**config.mk**
```make
export PLATFORM = sky130hd
export DESIGN_NAME = countdown_timer
export DESIGN_NICKNAME = d
export VERILOG_FILES = /design/src/rtl/countdown_timer.sv
export SDC_FILE = /design/constraint.sdc
export NUM_CORES = 1
export LEC_CHECK = 0
export ABC_AREA = 1
export CORE_MARGIN = 2
export CORE_UTILIZATION = 60
export DETAILED_ROUTE_END_ITERATION = 10
export GPL_TIMING_DRIVEN = 1
export PLACE_DENSITY_LB_ADDON = 0.1
export SYNTH_ARGS = -nofsm -noshare
export SYNTH_HDL_FRONTEND = slang
export SYNTH_SLANG_ARGS = --single-unit
```
**constraint.sdc**
```tcl
create_clock -name clk -period 43.1 [get_ports clk]
set_input_delay 6.465 -clock clk [delete_from_list [all_inputs] [get_ports clk]]
set_output_delay 6.465 -clock clk [all_outputs]
set_load 0.01 [all_outputs]
```
**src/rtl/countdown_timer.sv**
```systemverilog
// Countdown timer: MM:SS preset via keys, centisecond countdown, blinking alarm at zero.
// Keys are active-low raw inputs, conditioned internally into one-cycle press events.

// Per-key conditioning: 2-flop sync, debounce, falling-edge press pulse.
module cdt_key_cond #(
  parameter int DEBOUNCE = 250000,
  parameter int DW       = 18
) (
  input  logic clk_i,
  input  logic rst_i,
  input  logic sync_vld_i,
  input  logic key_n_i,
  output logic press_o
);
  logic          s1_q, s2_q, lvl_q, lvl_d1_q, armed_q, press_q;
  logic [DW-1:0] cnt_q;

  // Sync, debounce and edge-detect. A press is only reported once the key has been
  // seen released since reset, so a key held through reset stays silent.
  always_ff @(posedge clk_i) begin
    if (rst_i) begin
      s1_q     <= 1'b1;
      s2_q     <= 1'b1;
      lvl_q    <= 1'b1;
      lvl_d1_q <= 1'b1;
      armed_q  <= 1'b0;
      press_q  <= 1'b0;
      cnt_q    <= '0;
    end else begin
      s1_q     <= key_n_i;
      s2_q     <= s1_q;
      lvl_d1_q <= lvl_q;
      press_q  <= armed_q & lvl_d1_q & ~lvl_q;
      if (sync_vld_i) begin
        if (s2_q) armed_q <= 1'b1;
        if (s2_q != lvl_q) begin
          if (cnt_q == DW'(DEBOUNCE - 1)) begin
            lvl_q <= s2_q;
            cnt_q <= '0;
          end else begin
            cnt_q <= cnt_q + DW'(1);
          end
        end else begin
          cnt_q <= '0;
        end
      end
    end
  end

  assign press_o = press_q;
endmodule

module countdown_timer #(
  parameter int TICK_DIV = 500000,
  parameter int DEBOUNCE = 250000,
  parameter int MAX_TIME = 359999
) (
  input  logic        clk,
  input  logic        rst,
  input  logic        key2,
  input  logic        key1,
  input  logic        key0,
  output logic [18:0] time_remaining,
  output logic        running,
  output logic        alarm,
  output logic [9:0]  led
);
  localparam int PW = (TICK_DIV > 1) ? $clog2(TICK_DIV) : 1;
  localparam int DW = (DEBOUNCE > 1) ? $clog2(DEBOUNCE) : 1;

  typedef enum logic [1:0] {S_SET, S_RUN, S_PAUSE, S_ALARM} state_t;

  state_t        state_q, state_d;
  logic [18:0]   time_q, time_d, preset_q, preset_d;
  logic [PW-1:0] presc_q, presc_d, presc_adv;
  logic [6:0]    blink_q, blink_d;
  logic          running_q, alarm_q;
  logic [9:0]    led_q, led_d;
  logic [1:0]    sv_q;
  logic [2:0]    key_raw, ev;
  logic          tick;
  logic [18:0]   secs_q, sec, sum, secs_d;
  logic [3:0]    dig;

  assign key_raw = {key2, key1, key0};

  // Marks when the sync chains hold real samples after reset.
  always_ff @(posedge clk) begin
    if (rst) sv_q <= 2'b00;
    else     sv_q <= {sv_q[0], 1'b1};
  end

  for (genvar k = 0; k < 3; k++) begin : g_key
    cdt_key_cond #(.DEBOUNCE(DEBOUNCE), .DW(DW)) u_key (
      .clk_i     (clk),
      .rst_i     (rst),
      .sync_vld_i(sv_q[1]),
      .key_n_i   (key_raw[k]),
      .press_o   (ev[k])
    );
  end

  // Next-state: mode transitions, time arithmetic, prescaler and blink phase.
  always_comb begin
    state_d   = state_q;
    time_d    = time_q;
    preset_d  = preset_q;
    presc_d   = presc_q;
    blink_d   = blink_q;
    tick      = (presc_q == PW'(TICK_DIV - 1));
    presc_adv = tick ? '0 : presc_q + PW'(1);
    secs_q    = time_q / 19'd100;
    sec       = secs_q % 19'd60;
    sum       = time_q + 19'd6000;
    if (sum > 19'(MAX_TIME)) sum = sum - 19'(MAX_TIME + 1);
    case (state_q)
      S_SET: begin
        if (ev[2]) begin
          if (time_q != 19'd0) begin
            preset_d = time_q;
            state_d  = S_RUN;
            presc_d  = '0;
          end
        end else if (ev[1]) begin
          time_d = sum;
        end else if (ev[0]) begin
          time_d = time_q - sec * 19'd100
                 + ((sec == 19'd59) ? 19'd0 : sec + 19'd1) * 19'd100;
        end
      end
      S_RUN: begin
        presc_d = presc_adv;
        if (tick && time_q != 19'd0) time_d = time_q - 19'd1;
        if (tick && time_q == 19'd1) begin
          state_d = S_ALARM;
          blink_d = '0;
        end else if (ev[2]) begin
          state_d = S_PAUSE;
        end
      end
      S_PAUSE: begin
        if (ev[2]) begin
          state_d = S_RUN;
        end else if (ev[1]) begin
          state_d = S_SET;
          time_d  = preset_q;
          presc_d = '0;
        end
      end
      default: begin
        presc_d = presc_adv;
        time_d  = 19'd0;
        if (tick) blink_d = (blink_q == 7'd99) ? 7'd0 : blink_q + 7'd1;
        if (|ev) begin
          state_d = S_SET;
          time_d  = preset_q;
          presc_d = '0;
          blink_d = '0;
        end
      end
    endcase
    secs_d = time_d / 19'd100;
    dig    = 4'(secs_d % 19'd10);
    case (state_d)
      S_RUN, S_PAUSE: led_d = 10'd1 << (4'd9 - dig);
      S_ALARM:        led_d = (blink_d < 7'd50) ? 10'h3FF : 10'h000;
      default:        led_d = 10'h000;
    endcase
  end

  // State and registered outputs all update on the same edge.
  always_ff @(posedge clk) begin
    if (rst) begin
      state_q   <= S_SET;
      time_q    <= '0;
      preset_q  <= '0;
      presc_q   <= '0;
      blink_q   <= '0;
      running_q <= 1'b0;
      alarm_q   <= 1'b0;
      led_q     <= '0;
    end else begin
      state_q   <= state_d;
      time_q    <= time_d;
      preset_q  <= preset_d;
      presc_q   <= presc_d;
      blink_q   <= blink_d;
      running_q <= (state_d == S_RUN);
      alarm_q   <= (state_d == S_ALARM);
      led_q     <= led_d;
    end
  end

  assign time_remaining = time_q;
  assign running        = running_q;
  assign alarm          = alarm_q;
  assign led            = led_q;
endmodule

```
==> results.toml <==
[die]
chipHeight_um = 188
dieArea_mm2 = 0.0353
rows = 67
io-pin-count = 36
start_util_pct = 60.7
die_x_um = 188
coreArea_mm2 = 0.0334

[critical_path]
r2r_cells = 199
slowest_stage = "dfxtp_1"
crit_arrival_ns = 27.02
critPathMaxFanout = 20
crit_buf_inv = 19
r2r_start = "time_remaining[18]"
crit_path_end_kind = "flop"
critical-path-top-delay-family = "simple AND/OR/NAND/NOR gates"
cp-endpoint = "led[9]"
crit_top_cell = "nand2_2"
path_depth = 199
ff2ff_setup_slack_ns = 16.45
max_stage_delay_ns = 0.82
crit_start = "time_remaining[18]"
start_kind = "flop"
r2r-end = "led[9]"
worstPathRequired_ns = 43.47
critical_path_class = "flop to flop"

[logic_synthesis]
ys_ff_latch = 152
synth_edf_count = 0
ys_warn_count = 0
syn-instance-count = 3066
synth_cell_types = 76
syn_nets = 3224
synth_area_mm2 = 0.0203
async_reset_ff_share_pct = 0
ys.flop_type = "dfxtp_1"
syn-mean-instance-area_um2 = 6.62
ys_seq_area_share_pct = 15.0

[clock_tree]
holdBufCountCts = 0
cts.sinks = 152
clk_pin_slew_ns = 0.08
cts_buffers = 17
clk_path_buf_depth = 2
clk_latency_ns = 0.46
post_cts_buffers = 0
cts-root-buf = "clkbuf_16"
cts_resized = 0
cts_tree = "yes"
htreeDepth = 4

[placed_design]
io_buffers = 35
place_area_mm2 = 0.0209
dp_hpwl_mm = 42.2
gp_congestion = 0.955

[sta]
fin_crit_sh_pct = 61.8
final_max_slew_viol_count = 0
setup_viol = 0
period_needed_ns = 26.65
max_freq_ghz = 0.0375
hold_viol_final = 0
relSlewSlack_pct = 23.8
final.setup.tns_ns = 0
grt_setup_unrepaired = "false"
fin_skew_ns = 0.0216
tightest_slew_ns = 1.14

[routing]
ant_nets = 0
drtIter0Drc = 1156
drt-total-wl_mm = 52.2
vias_per_cell = 5.55
dr.pass1.iters = 5
post-route-drc-count = 0
routedWlPerCell_um = 14.7
vias = 19651

[global_route]
track_usage_pct = 29.4
grt_max_degree = 67
grt_pass1_wl_mm = 87.3
overflow = 0
first_global_vias = 18496
antenna_found_initial = 1

[finish]
layout-drive-gt1-share_pct = 17.4
fin_util_pct = 64.4
final_cell_area_mm2 = 0.0215
nNetsFinal = 3240
mostFrequentLayoutCells = "527 x nand2_1, 453 x inv_1, 278 x nor2_1"
area_delta_synth_final_pct = 6.16
layout_commonest_cell = "nand2_1"
diodes = 0

[outcome]
outcome = "finished, final reports clean"

[power]
power_density_mw_per_mm2 = 14.2
ir_worst_vdd_mv = 0.0338
power.leakage_nw = 10.7

[worst_hold_path]
hold_depth = 2
hold_path.class = "flop to flop"

[job]
cap_violations = 0
## synthesized netlist by cell type (all sizes together), types with 5 or more instances
master     n  area, um2
nor4      13       81.3
clkbuf    43        295
and2       5       37.5
a211oi    16        120
xnor2     31        272
dfxtp    152       3040
a21oi    187        940
nor2     321       1410
fa        38        761
nand2    777       4120
inv      504       1920
nand4    108        865
buf       14        120
nand3    267       1770
or2       17        106
a221oi     8       70.1
clkinv    29        129
nor3b      9       67.6
xor2      74        648
o211ai    15        123
a31oi     12       75.1
ha       115       1440
nand3b    12        103
o21ai    175        921
o21bai    16        120
nor3      65        359
a21o       7       52.6
o2111ai    7       61.3
## logic make-up after synthesis
logic type               count (synthesis)  synth area share [%]
AND/OR/NAND/NOR                       1597                  44.0
buffers and inverters                  595                  12.5
AO/OA/AOI/OAI                          464                  13.1
adder cells (fa/ha/maj)                153                  10.8
flip-flops                             152                  15.0
XOR/XNOR                               105                  4.53
## how the worst min path moves through the flow
stage / from / to / slack, ns
floorplan: sv_q[0] / sv_q[1] / 0.39
global placement: sv_q[0] / sv_q[1] / 0.39
detailed placement: sv_q[0] / sv_q[1] / 0.40
CTS: sv_q[0] / sv_q[1] / 0.42
global route: g_key[1].u_key.s1_q / g_key[1].u_key.s2_q / 0.44
finish: sv_q[0] / sv_q[1] / 0.42
## worst min-delay path, delay by kind of cell, from the launching register on
family,cells,cell delay [ns]
buffers and inverters,1,0.04
DFF,1,0.30
and+or+nand+nor,1,0.03
## flip-flops by register name (all words and copies together), names as in the netlist
signal                cells
g_key.u_key.cnt_q        54
presc_q                  19
preset_q                 19
time_remaining           19
led                      10
blink_q                   7
g_key.u_key.armed_q       3
g_key.u_key.lvl_d1_q      3
g_key.u_key.lvl_q         3
g_key.u_key.press_o       3
g_key.u_key.s1_q          3
g_key.u_key.s2_q          3
state_q                   2
sv_q                      2
alarm                     1
running                   1
## layout make-up
type	instances	area [um2]
multi-input cells	2319	14700
repair buffers	56	503
inverters	536	2110
flip-flops and latches	152	3040
fillers	3029	11900
clock inverters	15	198
well taps	448	561
clock buffers	17	425
## layer usage
layer | track usage, % | share of wire [%]
met5 | 0 | 0.025
met4 | 9.30 | 2.7
met3 | 3.39 | 3.9
met2 | 51.4 | 48
met1 | 37.8 | 45
## stage by stage
stage / setup WS, ns / instances / power (W) / hold WS, ns
6_report: 16.45 / 3543 / 0.000307 / 0.420
4_1_cts: 16.63 / 3543 / 0.000309 / 0.424
3_3_place_gp: 17.74 / 3511 / 0.000150 / 0.391
2_1_floorplan: 20.55 / 3066 / 0.000148 / 0.388
5_1_grt: 13.87 / 3543 / 0.000314 / 0.438
3_5_place_dp: 16.72 / 3511 / 0.000150 / 0.396
## report_power, final
group,leakage [nW],internal [W],switching [W]
Sequential,1.23,0.000141,0.000000346
Clock,0.303,0.0000889,0.0000708
Combinational,9.14,0.00000133,0.00000416
(Power assumes the default switching activity.)
